**src/rtl/vga_pkg.sv**
```systemverilog
// Shared VGA 640x480 timing constants, the 3-bit colour type and the cell-row address helper.
// No logic state; pure compile-time definitions.
package vga_pkg;

    localparam int H_ACTIVE   = 640;
    localparam int H_TOTAL    = 800;
    localparam int V_ACTIVE   = 480;
    localparam int V_TOTAL    = 525;
    localparam int CELL_SHIFT = 2;

    typedef logic [2:0] rgb3_t;

    // cy*160 built from two shifts so no multiplier is inferred
    function automatic logic [14:0] cell_row_base(input logic [6:0] cy);
        return {1'b0, cy, 7'b0} + {3'b0, cy, 5'b0};
    endfunction

endpackage

```
**src/rtl/vga_sync_delay.sv**
```systemverilog
// N-stage register chain that keeps sync/enable strobes aligned with the registered pixel path.
// Latency N cycles; no backpressure, shifts every cycle.
module vga_sync_delay #(
    parameter int               WIDTH   = 1,
    parameter int               N       = 1,
    parameter logic [WIDTH-1:0] RST_VAL = '0
) (
    input  logic             clk,
    input  logic             reset,
    input  logic [WIDTH-1:0] din,
    output logic [WIDTH-1:0] dout
);

    logic [WIDTH-1:0] stage [N];

    always_ff @(posedge clk or negedge reset) begin
        if (!reset) begin
            for (int i = 0; i < N; i++) stage[i] <= RST_VAL;
        end else begin
            stage[0] <= din;
            for (int i = 1; i < N; i++) stage[i] <= stage[i-1];
        end
    end

    assign dout = stage[N-1];

endmodule

```
**src/rtl/vga_fb_arbiter.sv**
```systemverilog
// Shares one single-port framebuffer BRAM between VGA scan-out (reserved slots) and a host port.
// Pixel out 1 cycle after counts; host read data 1 cycle after accept; host stalled only in fetch slots.
module vga_fb_arbiter
    import vga_pkg::*;
#(
    parameter int   CELLS_X   = 160,
    parameter int   CELLS_Y   = 120,
    parameter int   ADDR_W    = 15,
    parameter logic SYNC_IDLE = 1'b1
) (
    input  logic              clk,
    input  logic              reset,
    input  logic [9:0]        h_count,
    input  logic [9:0]        v_count,
    input  logic              display_en,
    input  logic              h_sync_in,
    input  logic              v_sync_in,
    input  logic              blank,
    input  logic              req_valid,
    output logic              req_ready,
    input  logic              req_we,
    input  logic [ADDR_W-1:0] req_addr,
    input  logic [2:0]        req_wdata,
    output logic              rsp_valid,
    output logic [2:0]        rsp_rdata,
    output logic [ADDR_W-1:0] mem_addr,
    output logic              mem_we,
    output logic [2:0]        mem_wdata,
    input  logic [2:0]        mem_rdata,
    output logic [2:0]        rgb_out,
    output logic              hsync_out,
    output logic              vsync_out
);

    localparam int NUM_CELLS = CELLS_X * CELLS_Y;

    logic [9:0]        h_ahead;
    logic [9:0]        fx;
    logic [9:0]        fetch_line;
    logic              display_slot;
    logic [ADDR_W-1:0] disp_addr;
    logic              in_range;
    logic              host_acc;
    logic [ADDR_W-1:0] addr_q;
    logic [2:0]        wdata_q;
    logic              disp_pend;
    logic              rsp_oob;
    rgb3_t             cell_reg;
    logic [1:0]        sync_d;

    // Look two pixels ahead: the fetch issued now must land before the next cell starts.
    always_comb begin
        h_ahead = (h_count >= 10'(H_TOTAL - 2)) ? h_count - 10'(H_TOTAL - 2) : h_count + 10'd2;
        fx      = h_ahead >> CELL_SHIFT;
        if (h_count == 10'(H_TOTAL - 2))
            fetch_line = (v_count == 10'(V_TOTAL - 1)) ? 10'd0 : v_count + 10'd1;
        else
            fetch_line = v_count;
        display_slot = reset && (h_count[1:0] == 2'd2) && (fx < 10'(CELLS_X))
                    && (fetch_line < 10'(V_ACTIVE)) && !blank;
        disp_addr = ADDR_W'(cell_row_base(7'(fetch_line >> CELL_SHIFT))) + ADDR_W'(fx);
    end

    assign req_ready = reset && !display_slot;
    assign host_acc  = req_valid && req_ready;
    assign in_range  = req_addr < ADDR_W'(NUM_CELLS);

    // Out-of-range host requests are accepted but leave the BRAM port parked.
    always_comb begin
        mem_addr  = addr_q;
        mem_we    = 1'b0;
        mem_wdata = wdata_q;
        if (display_slot) begin
            mem_addr = disp_addr;
        end else if (host_acc && in_range) begin
            mem_addr = req_addr;
            mem_we   = req_we;
            if (req_we) mem_wdata = req_wdata;
        end
    end

    always_ff @(posedge clk or negedge reset) begin
        if (!reset) begin
            addr_q    <= '0;
            wdata_q   <= '0;
            disp_pend <= 1'b0;
            rsp_valid <= 1'b0;
            rsp_oob   <= 1'b0;
            cell_reg  <= '0;
            rgb_out   <= '0;
        end else begin
            addr_q    <= mem_addr;
            wdata_q   <= mem_wdata;
            disp_pend <= display_slot;
            rsp_valid <= host_acc && !req_we;
            rsp_oob   <= !in_range;
            if (disp_pend) cell_reg <= mem_rdata;
            rgb_out   <= (display_en && !blank) ? cell_reg : '0;
        end
    end

    // disp_pend marks the cycle whose read data belongs to scan-out, never to the host.
    assign rsp_rdata = (rsp_valid && !rsp_oob && !disp_pend) ? mem_rdata : 3'b000;

    vga_sync_delay #(
        .WIDTH   (2),
        .N       (1),
        .RST_VAL ({SYNC_IDLE, SYNC_IDLE})
    ) u_sync_delay (
        .clk   (clk),
        .reset (reset),
        .din   ({h_sync_in, v_sync_in}),
        .dout  (sync_d)
    );

    assign hsync_out = sync_d[1];
    assign vsync_out = sync_d[0];

endmodule
```
**config.mk**
```make
export PLATFORM = sky130hd
export DESIGN_NAME = vga_fb_arbiter
export DESIGN_NICKNAME = d
export VERILOG_FILES = /design/src/rtl/vga_pkg.sv /design/src/rtl/vga_sync_delay.sv /design/src/rtl/vga_fb_arbiter.sv
export SDC_FILE = /design/constraint.sdc
export NUM_CORES = 1
export LEC_CHECK = 0
export CAP_MARGIN = 20
export CORE_ASPECT_RATIO = 0.8
export CORE_UTILIZATION = 49
export DETAILED_ROUTE_END_ITERATION = 8
export PLACE_DENSITY = 0.95
export SYNTH_ARGS = -nofsm -noshare
export SYNTH_HDL_FRONTEND = slang
export SYNTH_SLANG_ARGS = --single-unit
```
**constraint.sdc**
```tcl
create_clock -name clk -period 14.8 [get_ports clk]
set_clock_uncertainty 0.15 [all_clocks]
set_input_delay 4.44 -clock clk [delete_from_list [all_inputs] [get_ports clk]]
set_output_delay 4.44 -clock clk [all_outputs]
set_load 0.02 [all_outputs]
```
Word level (Yosys, flattened, before mapping)
Cells that the tools add are included.
{ "totals": {"register_bits": 29, "inputBits": 49, "out_inout_bits": 29, "elab_cells": 49} }
{ "op_classes": {"addsub": 5, "n_lt_le_gt_ge": 4, "n_eq_ne": 3, "n_mux": 12, "n_reduce_logical": 17} }
{ "op_table": {"columns": ["cell", "n"], "rows": [
  ["$mux W10", 3],
  ["$mux W15", 2],
  ["$eq A10 B10 Y1 const B", 2],
  ["$add A14 B12 Y15", 1],
  ["$add A15 B8 Y15", 1],
  ["$lt A15 B15 Y1 const B", 1],
  ["$mux W3", 5],
  ["$logic_and A1 B1 Y1", 11],
  ["$add A10 B1 Y10 const B", 1],
  ["$add A10 B2 Y10 const B", 1],
  ["$ge A10 B10 Y1 const B", 1],
  ["$lt A10 B9 Y1 const B", 1],
  ["$sub A10 B10 Y10 const B", 1],
  ["$lt A8 B8 Y1 const B", 1],
  ["$logic_not A1 Y1", 6],
  ["$eq A2 B2 Y1 const B", 1],
  ["$mux W1", 2]
]} }

Logic depth before layout (Yosys ltp)
Gate-level depths: netlist of run 1.
{ "depth": {"depth_word": 12, "depth_mapped": 16, "depth_no_buf": 15} }

Modules after synthesis
Synthesis of run 1 repeated with hierarchy kept, for this count alone.
{ "hier_totals": {"hier_cells": 211, "area_unflattened_um2": 2165.8} }
{ "by_module_without_submodules": {"columns": ["mod", "instances", "cells_per_inst", "area_each_um2", "seq_area_each_um2"], "rows": [
  ["vga_fb_arbiter", 1, 209, 2113.3, 675.6],
  ["vga_sync_delay", 1, 2, 52.6, 52.6]
]} }

Least setup slack after synthesis of run 1
OpenSTA, ideal clock, no wires.
{ "synth_timing": {"kind": "input-to-output", "startpoint": "input h_count[5]", "endpoint": "output mem_addr[12]", "arrival_ns": 8.133, "t_required_ns": 10.210, "setup_slack_ns": 2.077, "path_stages": 16, "cell_sequence": "buf_6 -> or3_4 -> nor4_1 -> nand3_1 -> nor2_1 -> xor2_1 -> inv_1 -> fa_1 -> inv_1 -> fa_1 -> a21o_1 -> a21oi_1 -> nor2_1 -> o31a_1 -> a21o_1 -> mux2i_1"} }
{ "synth_via": {"elab_chain_cells": 12, "word_cells_on_any_way": 19} }
{ "synth_lines": {"columns": ["element", "line_no", "text"], "rows": [
  ["start, declared", "vga_fb_arbiter.sv:13", "input logic [9:0] h_count,"],
  ["branches (longest 11 deep; another with $add A14 B12 Y15)", null, null],
  ["$mux W15 (*)", "vga_fb_arbiter.sv:73", "if (display_slot) begin"],
  ["end, declared", "vga_fb_arbiter.sv:26", "output logic [ADDR_W-1:0] mem_addr,"]
]} }
Every way passes the cells marked *.

Worst setup path in the final report of run 1
Same ends and word-level chain as after synthesis.

==> results of run 1 <==
-- cell usage after synthesis, types with 2 or more instances --
cell type | n | area, um^2
fa_1 | 2 | 40.04
and3_1 | 7 | 43.79
dfrtp_1 | 27 | 675.7
mux2i_1 | 21 | 210.2
xor2_1 | 4 | 35.03
or2_2 | 2 | 12.51
nor4b_1 | 2 | 17.52
ha_1 | 14 | 175.2
nor4_1 | 2 | 12.51
a21oi_1 | 8 | 40.04
inv_1 | 10 | 37.54
xnor2_1 | 12 | 105.1
nor2b_1 | 2 | 12.51
and4_1 | 2 | 17.52
nand3_1 | 6 | 30.03
nor2_1 | 14 | 52.55
buf_2 | 2 | 10.01
a21o_1 | 3 | 22.52
and2_1 | 10 | 62.56
o21ai_0 | 5 | 25.02
dfstp_2 | 2 | 52.55
o22ai_1 | 2 | 12.51
mux2_2 | 14 | 157.7
nand2_1 | 9 | 33.78
nand4_1 | 4 | 25.02
buf_6 | 2 | 22.52
-- power by group through the flow --
stage | Sequential [mW] | Combinational, mW | Clock [mW]
floorplan | 0.101 | 0.0624 | 0
global placement | 0.0999 | 0.114 | 0
detailed placement | 0.101 | 0.117 | 0
CTS | 0.0997 | 0.117 | 0.0725
global route | 0.101 | 0.126 | 0.0759
finish | 0.0995 | 0.117 | 0.0708
-- worst max path at each step --
| stage | startpoint | endpoint | cells after the start |
|---|---|---|---|
| global route | h_count[5] | mem_addr[12] | 17 |
| finish | h_count[5] | mem_addr[12] | 17 |
| detailed placement | h_count[5] | mem_addr[12] | 17 |
| floorplan | h_count[5] | mem_addr[12] | 16 |
| CTS | h_count[5] | mem_addr[12] | 17 |
| global placement | h_count[5] | mem_addr[12] | 17 |
-- routing by layer --
layer / share of wire / wire length (um)
met1: 0.44 / 2238
met3: 0.049 / 251
met5: 0 / 0
met2: 0.49 / 2481
met4: 0.020 / 100
-- cell families after synthesis --
group,after synthesis
AND/OR/NAND/NOR,71
multiplexers,35
adder cells (fa/ha/maj),16
XOR/XNOR,16
buffers and inverters,14
flip-flops,29
AO/OA/AOI/OAI,30
-- area by class of cell --
cell class / count / area, um^2
well taps: 57 / 71.32
repair buffers: 79 / 785.8
clock inverters: 1 / 5.005
flip-flops and latches: 29 / 728.2
inverters: 10 / 37.54
multi-input cells: 168 / 1368
fillers: 303 / 1112
clock buffers: 7 / 96.34
-- metrics by stage --
step           instance area, um^2  power, mW  std cells
4_1_cts                       3092     0.2897        351
6_report                      3092     0.2874        351
5_1_grt                       3092     0.3028        351
3_3_place_gp                  2990     0.2138        343
3_5_place_dp                  2990     0.2180        343
2_1_floorplan                 2166     0.1634        211
-- worst max-delay path: cells and delay by family --
kind | cells | cell delay [ps]
and+or+nand+nor | 5 | 1360
buffers and inverters | 4 | 1330
adders and majority gates | 2 | 980
AOI/OAI and AO/OA | 4 | 820
xor gates and xnor gates | 1 | 210
muxes | 1 | 160
==> results_dict.tcl, run 1 <==
set metrics [dict create \
    leakagePower_nw 1.364 \
    cts-resized-gates 0 \
    initial_core_util 0.5152 \
    grt-busiest-layer "met2" \
    synth_cell_types 49 \
    cp-end-kind "primary output" \
    path_class "in2out" \
    period_share 0.9397 \
    cts_hold_buf 0 \
    die_h_um 61.47 \
    drv_slew 0 \
    worst_pin_slew_ps 650.3 \
    area_delta_synth_final_pct 42.75 \
    layout_common_cells "77 x clkdlybuf4s50_1, 27 x dfrtp_1, 21 x mux2i_1" \
    synth_top_family_by_area "simple AND/OR/NAND/NOR gates" \
    use_met1 0.2689 \
    min_to "rgb_out[1]" \
    ant_nets 0 \
    synthSimpleGateAreaFrac 0.1993 \
    worstHoldPathCells 1 \
    use_met2 0.3912 \
    cts_max_level 2 \
    gp_congestion 0.8855 \
    die-width_um 76.33 \
    route.detailed.drc 0 \
    r2r_end "addr_q[5]" \
    layout_commonest_cell "clkdlybuf4s50_1" \
    pwr-share-clk 0.246 \
    rrSetupSlack_ps 13610 \
    cts_made_buffers 5 \
    synth_edf_count 0 \
    dieArea_mm2 0.004692 \
    grt-ovfl-total 0 \
    port-buffer-count 77 \
    cp_cell_sequence "clkdlybuf4s50_1, or3_4, nor4_1, nand3_1, nor2_1, xor2_1, inv_1, fa_1, inv_1, fa_1, a21o_1, a21oi_1, nor2_1, o31a_1, a21o_1, mux2i_1, clkdlybuf4s50_1" \
    largest_register "addr_q" \
    synth-xor-area-share 0.06470 \
    rows 21 \
    synth_adder_area_share 0.09936 \
    grt_max_degree 33 \
    ys_seq_elements 29 \
    io_pins 78 \
    dp_hpwl_mm 4.133 \
    dr_total_vias 1921 \
    slowest_delay_ps 640 \
    wl_mm 5.071 \
    clock.fmax_mhz 71.90 \
    antenna_found_initial 0 \
    clk_latency_ps 280 \
    drt_pre_antenna_iters 4 \
    setup_tns_ps 0 \
    grt_pass1_wl_mm 7.859 \
    worst-path-max-fanout 8 \
    fin_hold_ws_ps 339.4 \
    r2r-start "addr_q[5]" \
    min_path_type "reg2reg" \
    clkTransAtPathRegs_ps 60 \
    syn_area_per_cell_um2 10.26 \
    async_flop_share 1.000 \
    synth_compound_area_frac 0.09821 \
    drt-initial-drc-count 88 \
    pwr-share-comb 0.407 \
    switching_share 0.3136 \
    p_int_mw 0.1972 \
    largest_register_ff_count 15 \
    cts_tree "built" \
    seqPwrFrac 0.346 \
    grtUsageTotal 0.2218 \
    period_minus_slack_ps 13910 \
    rsz0062_at_grt "false" \
    post-cts-setup-buffers 0 \
    vias_per_cell 5.473 \
    rr_worst_depth 2 \
    switching_power_mw 0.09012 \
    cp.arrival_ps 9320 \
    core-area_mm2 0.004204 \
    grt_pass1_vias 1698 \
    drive_above_1_share 0.1224 \
    ys_seq_area_frac 0.3362 \
    num_antenna_cells 0 \
    synthesis.instances 211 \
    status "finished, final reports clean" \
    synth_ff_type "dfrtp_1" \
    netlist_area_mm2 0.002166 \
    met3_usage 0.05630 \
    wl_per_cell_um 14.45 \
    finalNetCount 358 \
    crit_required_ps 10210 \
    syn_nets 276 \
    drv_cap 0 \
    pwr_density_cell_mw_per_mm2 92.95 \
    clock_path_buffers 2 \
    root_buffer "clkbuf_8" \
    slowest_stage "clkdlybuf4s50_1" \
    critPathLaunchType "primary input" \
    maxSlewHeadroom 0.5665 \
    finalHoldViolations 0 \
    yosys_warnings 0 \
    cts.sinks 29 \
    muxShareOfSynthArea 0.1698 \
    final_util 0.7354 \
    place_ws_ps 925.0 \
    setup_ws_ps 892.0 \
    hp-start "cell_reg[1]" \
    ir_drop_mv 0.05420 \
    finalSetupViolCount 0 \
]
(Power assumes the default switching activity.)
==> inputs of run 2 (changes only) <==
Settings changed: CAP_MARGIN 20 to 40, HOLD_SLACK_MARGIN set to 0.15.
==> results of run 2 <==
Final layout, timing and power as in run 1 (identical DEF).
